File: config.mk
export PLATFORM = sky130hd
export DESIGN_NAME = write_sdram_flat
export DESIGN_NICKNAME = d
export VERILOG_FILES = /design/src/rtl/write_sdram_if.sv /design/src/rtl/write_sdram.sv /design/src/flat_wrapper.sv
export SDC_FILE = /design/constraint.sdc
export NUM_CORES = 1
export LEC_CHECK = 0
export CORE_MARGIN = 2
export CORE_UTILIZATION = 47
export CTS_BUF_LIST = sky130_fd_sc_hd__clkbuf_4
export DETAILED_ROUTE_END_ITERATION = 12
export PLACE_DENSITY_LB_ADDON = 0.08
export SYNTH_ARGS = -nofsm -noshare
export SYNTH_HDL_FRONTEND = slang
export SYNTH_SLANG_ARGS = --single-unit
File: constraint.sdc
create_clock -name clk -period 2.3 [get_ports clk]
set_clock_uncertainty 0.05 [all_clocks]
set_input_delay 0.345 -clock clk [delete_from_list [all_inputs] [get_ports clk]]
set_output_delay 0.345 -clock clk [all_outputs]
set_load 0.02 [all_outputs]
File: src/rtl/write_sdram_if.sv
// Avalon-MM write bus between the burst writer and the HPS FPGA-to-SDRAM port 0.
interface write_sdram_if;
  logic [28:0] address;
  logic [7:0]  burstCount;
  logic        write;
  logic [63:0] writeData;
  logic [7:0]  byteEnable;
  logic        waitRequest;

  modport master (
    output address, burstCount, write, writeData, byteEnable,
    input  waitRequest
  );

  modport slave (
    input  address, burstCount, write, writeData, byteEnable,
    output waitRequest
  );
endinterface

File: src/rtl/write_sdram.sv
// Avalon-MM burst write master: writes numBursts fixed-length bursts of the
// pattern seed+beat_index into HPS DDR3 starting at BASE_ADDR.
module write_sdram #(
  parameter int unsigned BURST_LEN = 16,
  parameter logic [28:0] BASE_ADDR = 29'h0200_0000
) (
  input  logic              clk,
  input  logic              rst_n,
  input  logic              start,
  input  logic [15:0]       numBursts,
  input  logic [63:0]       seed,
  write_sdram_if.master     avm,
  output logic              busy,
  output logic              done,
  output logic [23:0]       beatsWritten
);

  localparam logic [7:0]  BURST_CNT = 8'(BURST_LEN);
  localparam logic [7:0]  LAST_BEAT = 8'(BURST_LEN - 1);
  localparam logic [28:0] ADDR_STEP = 29'(BURST_LEN);

  typedef enum logic [1:0] {
    S_IDLE,
    S_WRITE,
    S_DONE
  } state_e;

  state_e      state_q, state_d;
  logic [28:0] addr_q, addr_d;
  logic [63:0] wdata_q, wdata_d;
  logic        write_q, write_d;
  logic        busy_q, busy_d;
  logic        done_q, done_d;
  logic [23:0] beats_q, beats_d;
  logic [7:0]  beat_idx_q, beat_idx_d;
  logic [15:0] bursts_left_q, bursts_left_d;

  // State and registered outputs; reset abandons any burst in flight.
  always_ff @(posedge clk or negedge rst_n) begin
    if (!rst_n) begin
      state_q       <= S_IDLE;
      addr_q        <= BASE_ADDR;
      wdata_q       <= '0;
      write_q       <= 1'b0;
      busy_q        <= 1'b0;
      done_q        <= 1'b0;
      beats_q       <= '0;
      beat_idx_q    <= '0;
      bursts_left_q <= '0;
    end else begin
      state_q       <= state_d;
      addr_q        <= addr_d;
      wdata_q       <= wdata_d;
      write_q       <= write_d;
      busy_q        <= busy_d;
      done_q        <= done_d;
      beats_q       <= beats_d;
      beat_idx_q    <= beat_idx_d;
      bursts_left_q <= bursts_left_d;
    end
  end

  // Next state and next output values; outputs are computed one cycle
  // ahead so every Avalon signal comes straight from a flop.
  always_comb begin
    state_d       = state_q;
    addr_d        = addr_q;
    wdata_d       = wdata_q;
    write_d       = write_q;
    busy_d        = busy_q;
    done_d        = 1'b0;
    beats_d       = beats_q;
    beat_idx_d    = beat_idx_q;
    bursts_left_d = bursts_left_q;

    unique case (state_q)
      S_IDLE: begin
        if (start) begin
          addr_d        = BASE_ADDR;
          wdata_d       = seed;
          beats_d       = '0;
          beat_idx_d    = '0;
          bursts_left_d = numBursts;
          if (numBursts != 16'd0) begin
            state_d = S_WRITE;
            write_d = 1'b1;
            busy_d  = 1'b1;
          end else begin
            state_d = S_DONE;
            done_d  = 1'b1;
          end
        end
      end

      S_WRITE: begin
        if (!avm.waitRequest) begin
          // wdata tracks seed + global beat index by incrementing per accept.
          wdata_d    = wdata_q + 64'd1;
          beats_d    = beats_q + 24'd1;
          beat_idx_d = beat_idx_q + 8'd1;
          if (beat_idx_q == LAST_BEAT) begin
            if (bursts_left_q > 16'd1) begin
              bursts_left_d = bursts_left_q - 16'd1;
              addr_d        = addr_q + ADDR_STEP;
              beat_idx_d    = '0;
            end else begin
              state_d = S_DONE;
              write_d = 1'b0;
              busy_d  = 1'b0;
              done_d  = 1'b1;
            end
          end
        end
      end

      S_DONE: begin
        state_d = S_IDLE;
      end

      default: begin
        state_d = S_IDLE;
        write_d = 1'b0;
        busy_d  = 1'b0;
      end
    endcase
  end

  assign avm.address    = addr_q;
  assign avm.burstCount = BURST_CNT;
  assign avm.write      = write_q;
  assign avm.writeData  = wdata_q;
  assign avm.byteEnable = 8'hFF;
  assign busy           = busy_q;
  assign done           = done_q;
  assign beatsWritten   = beats_q;

endmodule
File: src/flat_wrapper.sv
// flat-port wrapper written by rule: the top's interface ports become plain ports
module write_sdram_flat 
#(
  parameter int unsigned BURST_LEN = 16,
  parameter logic [28:0] BASE_ADDR = 29'h0200_0000
)
  (clk, rst_n, start, numBursts, seed, busy, done, beatsWritten, avm_address, avm_burstCount, avm_write, avm_writeData, avm_byteEnable, avm_waitRequest);
  write_sdram_if avm_i ();
  input  logic clk;
  input  logic rst_n;
  input  logic start;
  input  logic [15:0] numBursts;
  input  logic [63:0] seed;
  output logic busy;
  output logic done;
  output logic [23:0] beatsWritten;
  output wire logic [$bits(avm_i.address)-1:0] avm_address;
  output wire logic [$bits(avm_i.burstCount)-1:0] avm_burstCount;
  output wire logic [$bits(avm_i.write)-1:0] avm_write;
  output wire logic [$bits(avm_i.writeData)-1:0] avm_writeData;
  output wire logic [$bits(avm_i.byteEnable)-1:0] avm_byteEnable;
  input wire logic [$bits(avm_i.waitRequest)-1:0] avm_waitRequest;
  assign avm_address = avm_i.address;
  assign avm_burstCount = avm_i.burstCount;
  assign avm_write = avm_i.write;
  assign avm_writeData = avm_i.writeData;
  assign avm_byteEnable = avm_i.byteEnable;
  assign avm_i.waitRequest = avm_waitRequest;
  write_sdram #(.BURST_LEN(BURST_LEN), .BASE_ADDR(BASE_ADDR)) u_core (.clk(clk), .rst_n(rst_n), .start(start), .numBursts(numBursts), .seed(seed), .avm(avm_i), .busy(busy), .done(done), .beatsWritten(beatsWritten));
endmodule
### After elaboration in Yosys (flattened, before gate mapping)

Index checks and enable logic that the tools add are counted.

| word-level totals | value |
|---|---|
| bits in registers | 145 |
| bits of input ports | 84 |
| output and inout port bits | 136 |
| logic and storage cells | 70 |

| cells by class | value |
|---|---|
| $add $sub $neg | 5 |
| magnitude comparators | 1 |
| equal/unequal tests | 9 |
| muxes and demuxes | 39 |
| bitwise logic cells | 1 |
| reduce and logical (&&, ||, !) cells | 7 |

Operator list:

| operator | number |
|---|---|
| 64-bit two-way mux | 2 |
| 64-bit case mux with 2 select lines | 1 |
| 29-bit two-way mux | 4 |
| 64-bit by 1-bit adder with 64-bit output, second input constant | 1 |
| 16-bit two-way mux | 4 |
| 29-bit case mux with 2 select lines | 1 |
| 24-bit two-way mux | 2 |
| 24-bit case mux with 2 select lines | 1 |
| 8-bit two-way mux | 4 |
| 16-bit case mux with 2 select lines | 1 |
| 29-bit by 5-bit adder with 29-bit output, second input constant | 1 |
| 24-bit by 1-bit adder with 24-bit output, second input constant | 1 |
| 16-bit by 1-bit > comparator with 1-bit output, second input constant | 1 |
| 8-bit case mux with 2 select lines | 1 |
| 16-bit nonzero test | 1 |
| 16-bit by 1-bit subtractor with 16-bit output, second input constant | 1 |
| 1-bit two-way mux | 10 |
| 2-bit two-way mux | 5 |
| 8-bit by 1-bit adder with 8-bit output, second input constant | 1 |
| 8-bit by 4-bit == test with 1-bit output, second input constant | 1 |
| 2-bit by 1-bit != test with 1-bit output, second input constant | 3 |
| 2-bit != test, second input constant | 3 |
| 6-bit AND reduction | 1 |
| 5-bit AND reduction | 1 |
| 10 further kinds | 10 |

### Depth between registers and ports, before layout

Gate-level depths: netlist of run 1.

| logic depth | value |
|---|---|
| word-level depth | 5 |
| mapped depth | 9 |
| mapped depth without buffers | 7 |

### Worst setup path after synthesis of run 1

OpenSTA, ideal clock, no wires.

| timing path | value |
|---|---|
| path kind | register to register |
| from | register u_core.wdata_q[0] (netlist: u_core.avm.writeData[0]) |
| to | register u_core.wdata_q[32] (netlist: u_core.avm.writeData[32]) |
| setup time | 0.069 ns |
| arrival time | 2.349 ns |
| required time | 2.181 ns |
| path slack | -0.168 ns |
| cell stages (with the launch flop) | 8 |
| buffers on the path | 1 |
| clock period less this slack | 2.468 ns |
| cells stage by stage | dfrtp_1 ha_1 nand3_1 or2_2 buf_2 or4_4 or4_1 nand3_1 |

| on the way | value |
|---|---|
| word-level cells in the longest chain between the ends | 3 |

RTL lines:

| element | line | RTL |
|---|---|---|
| start, declared | write_sdram.sv:30 | `logic [63:0] wdata_q, wdata_d;` |
| start signal, assigned | write_sdram.sv:53 | `wdata_q <= wdata_d;` |
| 64-bit by 1-bit adder with 64-bit output | write_sdram.sv:98 | `wdata_d = wdata_q + 64'd1;` |
| 64-bit two-way mux | write_sdram.sv:96 | `if (!avm.waitRequest) begin` |
| 64-bit case mux with 2 select lines | write_sdram.sv:76 | `unique case (state_q)` |

No other way between the ends. The select of a mux whose other input is x is not followed.
A chain may end at the register's enable or synchronous reset.

### Worst setup path in the final report of run 1

| timing path | value |
|---|---|
| from | register u_core.bursts_left_q[5] |
| to | register u_core.addr_q[19] (netlist: u_core.avm.address[19]) |

| on the way | value |
|---|---|
| word-level cells in the longest chain between the ends | 3 |

RTL lines:

| element | line | RTL |
|---|---|---|
| start, declared | write_sdram.sv:36 | `logic [15:0] bursts_left_q, bursts_left_d;` |
| start signal, assigned | write_sdram.sv:59 | `bursts_left_q <= bursts_left_d;` |
| 16-bit by 1-bit > comparator with 1-bit output | write_sdram.sv:102 | `if (bursts_left_q > 16'd1) begin` |
| 2-bit by 1-bit != test with 1-bit output (no source line) | -- |  |
| 5-bit AND reduction (no source line) | -- |  |
| end signal, assigned | write_sdram.sv:52 | `addr_q <= addr_d;` |
| end, declared | write_sdram.sv:29 | `logic [28:0] addr_q, addr_d;` |

No other way between the ends.

==> out/qor.csv, run 1 <==
metric,value,unit
status,"complete, but fails checks",
failed_checks,setup timing,
ys_top_cells_by_area,"dfrtp_1 (39%), nand3_1 (4.5%), nor2_1 (4.2%)",
cp_top_family,simple AND/OR/NAND/NOR gates,
routed_wl,29300,um
grt_pass1_wl,46200,um
worstPathCellList,or4_4 > or4_4 > o21a_4 > buf_12 > o2111ai_2 > mux2i_1,
drt_iter0_markers,654,
ff2ff_setup_slack,-70,ps
syn_avg_cell_area,8.46,um2
async_flop_share,100,%
drc,0,
firstDrtPassIters,5,
p_clk_share,15.7,%
grt_overflow_total,0,
critPathCaptureType,register,
num_rows,50,
clock-sinks,141,
area_delta_synth_final,41.0,%
cts.clk_slew.worst_paths,140,ps
grt_max_degree,87,
die_area,20300,um2
final_nets,1448,
synth_top_area_share,38.9,%
cts_tree,done,
ys_ff_latch,141,
path_max_fanout,8,
fp.dieH,142,um
via_count,9698,
arrival,2810,ps
htreeDepth,4,
cts_root_buf,clkbuf_4,
p_int,0.00562,W
path_class,register to register,
worst_slew_pin_slew,515,ps
critical_path.max_stage_delay,540,ps
holdWs,224,ps
synth_area_leader_cell,dfrtp_1,
track_usage,28.2,%
tns,-560,ps
layout_common_cells,"clkdlybuf4s50_1 (198), dfrtp_1 (135), buf_4 (121)",
final_hold_viol_count,0,
worst_ep_required_time,2740,ps
synth-seq-area-share,39.2,%
max-vdd-ir-drop,732,uV
crit_top_cell,or4_4,
ys_types,84,
report.final.slew_viol_count,0,
sw_frac_of_total,40.9,%
maxCapViolCount,0,
die_x,142,um
grt_pass1_vias,8899,
ys.warnings.count,0,
min_path_type,primary input to asynchronous set/reset pin,
fillers,1629,
coreArea,18800,um2
finalPower,0.00951,W
cp-start-kind,register,
rsz0062_at_grt,true,
cts_max_path_buffers,2,
multiInputGateArea,5270,um2
cp.buffers_inverters,1,
crit_path_top_delay_cell,or4_4,
leakage,5.22,nW
antenna_found_initial,1,
dp_worst_setup_slack,-201,ps
io_pins,220,
fin_crit,2370,ps
max_freq,0.422,GHz
synthCells,1065,
p_switching,0.00389,W
cts_buffers,17,
insertion_delay,570,ps
synth_edf_count,0,
ys.flop_type,dfrtp_1,
pwr_density_cell,749,nW/um2
gp_congestion,0.905,
combPwrFrac,46.8,%
seqCellArea,3540,um2
place_hpwl,20500,um
port_buffers,199,
max_slew_margin,65.2,%
post_drt_via_cell_ratio,6.04,
avgRoutedWirePerCell,18.3,um
antenna_left,0,
p_seq_share,37.5,%
post-route-period-util,103,%
syn-cell-area,9010,um2
start_util,48.0,%
final_common_cell,clkdlybuf4s50_1,
drive_gt1_share,19.1,%
setup_ws,-69.9,ps
setup_violations,18,
-- Yosys cell counts, types with 18 or more instances --
| cell | n |
|---|---|
| dfrtp_1 | 140 |
| nor2_1 | 102 |
| nand2_1 | 86 |
| nand3_1 | 81 |
| a21oi_1 | 73 |
| o21ai_0 | 50 |
| clkbuf_1 | 42 |
| nand4_1 | 41 |
| nor3_1 | 39 |
| and3_1 | 34 |
| or3_1 | 24 |
| buf_4 | 22 |
| and4_1 | 20 |
| inv_1 | 20 |
| or4_1 | 20 |
| xor2_1 | 18 |
-- stage by stage --
| step | utilization (%) | area (um2) | instances |
|---|---|---|---|
| final | 67.7 | 12700 | 1606 |
| after global routing | 67.7 | 12700 | 1606 |
| after CTS | 65.8 | 12300 | 1596 |
| after detailed placement | 63.9 | 12000 | 1555 |
| after global placement | 63.9 | 12000 | 1555 |
| after floorplan | - | 9100 | 1083 |
-- state kept, by name, indices dropped and copies added, names as in the netlist --
| signal | count |
|---|---|
| u_core.avm.address | 25 |
| u_core.beat_idx_q | 8 |
| u_core.done | 1 |
| u_core.bursts_left_q | 16 |
| u_core.busy | 1 |
| u_core.state_q | 2 |
| u_core.beatsWritten | 24 |
| u_core.avm.writeData | 64 |
-- cells by family (layout without fill, tap and decap cells) --
logic type / count (synthesis) / in the layout / share of synthesized area (%)
simple gates: 511 / 511 / 30.6
flops: 141 / 141 / 39.2
mux: 6 / 6 / 0.694
fa+ha+maj: 6 / 6 / 0.833
other cells: 2 / 21 / 0.0834
xor+xnor: 24 / 24 / 2.33
compound gates: 266 / 266 / 20.1
buf+inv: 109 / 397 / 6.24
-- final timing paths --
| path | startpoint | endpoint | depth (start not counted) |
|---|---|---|---|
| max | u_core.bursts_left_q[5] | u_core.avm.address[19] | 6 |
| min in group clk | seed[1] | u_core.avm.writeData[1] | 3 |
| max reg2reg | u_core.bursts_left_q[5] | u_core.avm.address[19] | 6 |
| max in group asynchronous | rst_n | u_core.avm.address[25] | 3 |
| min | rst_n | u_core.avm.address[6] | 2 |
| min reg2reg | u_core.beat_idx_q[1] | u_core.beat_idx_q[1] | 2 |
-- layout make-up --
class                   count  share of cell area [%]
multi-input cells         833                    41.5
flip-flops and latches    141                    27.8
repair buffers            345                    25.9
well taps                 234                    2.30
clock buffers              20                    1.18
clock inverters            12                   0.699
inverters                  20                   0.591
diodes                      1                  0.0197
-- layer usage --
layer / vias up / GRT usage [%] / wire length, um
met4: 0 / 8.13 / 600
met3: 47 / 4.48 / 1900
met5: - / 0 / 0
met2: 361 / 45.3 / 13800
met1: 4714 / 39.6 / 13000
li1: 4576 / - / -
-- what timing repair did --
action                     in CTS  in global routing
hold endpoints to repair       51                  0
hold buffers                    1                  0
gates cloned                    0                  3
setup endpoints to repair      45                 49
pin swaps                       3                 29
buffers inserted                8                  6
gates resized for setup        12                 64
-- power groups by stage --
stage | combinational (W) | sequential (W) | clock (W)
2_1_floorplan | 0.00160 | 0.00410 | 0
3_3_place_gp | 0.00416 | 0.00357 | 0
3_5_place_dp | 0.00421 | 0.00359 | 0
4_1_cts | 0.00427 | 0.00355 | 0.00150
5_1_grt | 0.00483 | 0.00364 | 0.00161
6_report | 0.00445 | 0.00357 | 0.00149
(Power assumes the default switching activity.)
==> run 2: changes to the inputs <==
CTS_CLUSTER_DIAMETER = 100   (was not set)
HOLD_SLACK_MARGIN = 0.03   (was not set)
==> results of run 2 <==
Same layout as run 1: the final DEF is identical, and so are final timing and power.
==> run 3: changes to the inputs <==
REMOVE_ABC_BUFFERS = 1   (was not set)
==> out/qor.csv, run 3 (same netlist as run 1, synthesis figures left out) <==
metric,value,unit
gp_congestion,0.903,
placed_area,12100,um2
layout_common_cells,"clkdlybuf4s50_1 (197), buf_4 (141), dfrtp_1 (140)",
fin_crit,2390,ps
fin_area,12800,um2
drc,0,
worst_slew_pin_slew,529,ps
final_common_cell,clkdlybuf4s50_1,
routed_wl,28900,um
min_path_type,primary input to asynchronous set/reset pin,
rsz0062_at_grt,true,
coreArea,18800,um2
grt_util_met1,39.8,%
htreeDepth,4,
io_pins,220,
grt_max_degree,52,
avgRoutedWirePerCell,17.8,um
report.final.slew_viol_count,0,
max_slew_margin,64.2,%
failed_checks,setup timing,
antenna_left,0,
path_class,register to register,
firstDrtPassIters,5,
leakage,5.32,nW
cts_max_path_buffers,2,
final_hold_viol_count,0,
grt_overflow_total,0,
cp-start-kind,register,
max_freq,0.418,GHz
critPathCaptureType,register,
post_drt_via_cell_ratio,6.02,
antenna_found_initial,0,
port_buffers,199,
antennaDiodeCount,0,
area_delta_synth_final,42.1,%
largest_register_ffs,64,
cts_buffers,17,
grtUsageMet2,45.5,%
worst_ep_required_time,2710,ps
maxCapViolCount,0,
die_area,20300,um2
via_count,9748,
clock-sinks,141,
drive_gt1_share,18.8,%
cts_tree,done,
arrival,2800,ps
drt_iter0_markers,713,
grt_pass1_vias,9033,
track_usage,28.3,%
fp.dieH,142,um
start_util,48.0,%
setup_violations,24,
cts.clk_slew.worst_paths,150,ps
num_rows,50,
grt_pass1_wl,46000,um
met3_usage,4.44,%
setup_ws,-90.3,ps
busiest_layer,met2,
insertion_delay,580,ps
tns,-1010,ps
path_max_fanout,10,
status,"complete, but fails checks",
pwr_density_cell,778,nW/um2
max-vdd-ir-drop,523,uV
final_nets,1462,
place_hpwl,20700,um
post-route-period-util,104,%
cts_root_buf,clkbuf_4,
die_x,142,um
## run 3: cell count changes in the layout (fill, tap and decap cells not counted), moves of 3 or more
cell        before  now
buf_8            3    0
dfrtp_2          5    0
o22ai_1         13   10
o21ai_0         41   46
bufinv_16        0    4
buf_6           12    9
o21ai_2          8    1
buf_4          121  141
dfrtp_1        135  140
clkinvlp_4       4    1
## run 3: power by group
part	switching, W	internal, W	leakage, nW
Sequential	0.000520	0.00299	1.73
Clock	0.000993	0.000896	0.177
Combinational	0.00235	0.00220	3.41
## run 3: final cells by class
cell class | instances | area, um2
fillers | 1554 | 5970
multi-input cells | 835 | 5260
flip-flops and latches | 141 | 3530
repair buffers | 357 | 3310
well taps | 234 | 293
clock inverters | 13 | 190
clock buffers | 19 | 143
inverters | 20 | 75.1
## run 3: worst paths after layout
path / startpoint / endpoint / slack [ps] / cells after the start
worst max-delay path: u_core.bursts_left_q[5] / u_core.bursts_left_q[5] / -90 / 7
worst min register to register: u_core.beat_idx_q[0] / u_core.beat_idx_q[0] / 470 / 1
min in group clk: seed[1] / u_core.avm.writeData[1] / 260 / 3
worst max register to register: u_core.bursts_left_q[5] / u_core.bursts_left_q[5] / -90 / 7
max in group asynchronous: rst_n / u_core.avm.address[25] / 1320 / 3
worst min-delay path: rst_n / u_core.avm.writeData[44] / 210 / 2
## run 3: timing repair
item	CTS	global route
setup buffers	5	10
hold buffers	1	0
endpoints found under the setup margin	50	59
resized for setup	17	40
cloned	1	1
pin swaps	6	8
hold endpoints to repair	91	0
## run 3: per-stage QoR
step	util (%)	worst slack, ps	power, W	hold WS (ps)	cells
final	68.2	-90.3	0.00996	208	1619
after global routing	68.2	-143	0.0105	217	1619
after CTS	66.7	-57.1	0.00980	198	1608
after detailed placement	64.2	-274	0.00784	257	1569
after global placement	64.2	-239	0.00778	256	1569
after floorplan	-	-2510	0.00561	-0.591	994
## run 3: per-layer routing
| metal | wire [um] | up-vias | part of all wire, % |
|---|---|---|---|
| met3 | 1800 | 35 | 6.2 |
| met1 | 13000 | 4735 | 45 |
| li1 | - | 4605 | - |
| met4 | 435 | 0 | 1.5 |
| met5 | 0 | - | 0 |
| met2 | 13600 | 373 | 47 |
## run 3: worst max-delay path, cell delays in order (launching register included)
cell	delay (ps)
dfrtp_1	400
or4_4	540
or4_4	590
o21ai_4	170
buf_12	150
buf_12	130
a2bb2oi_1	70
o22a_1	180
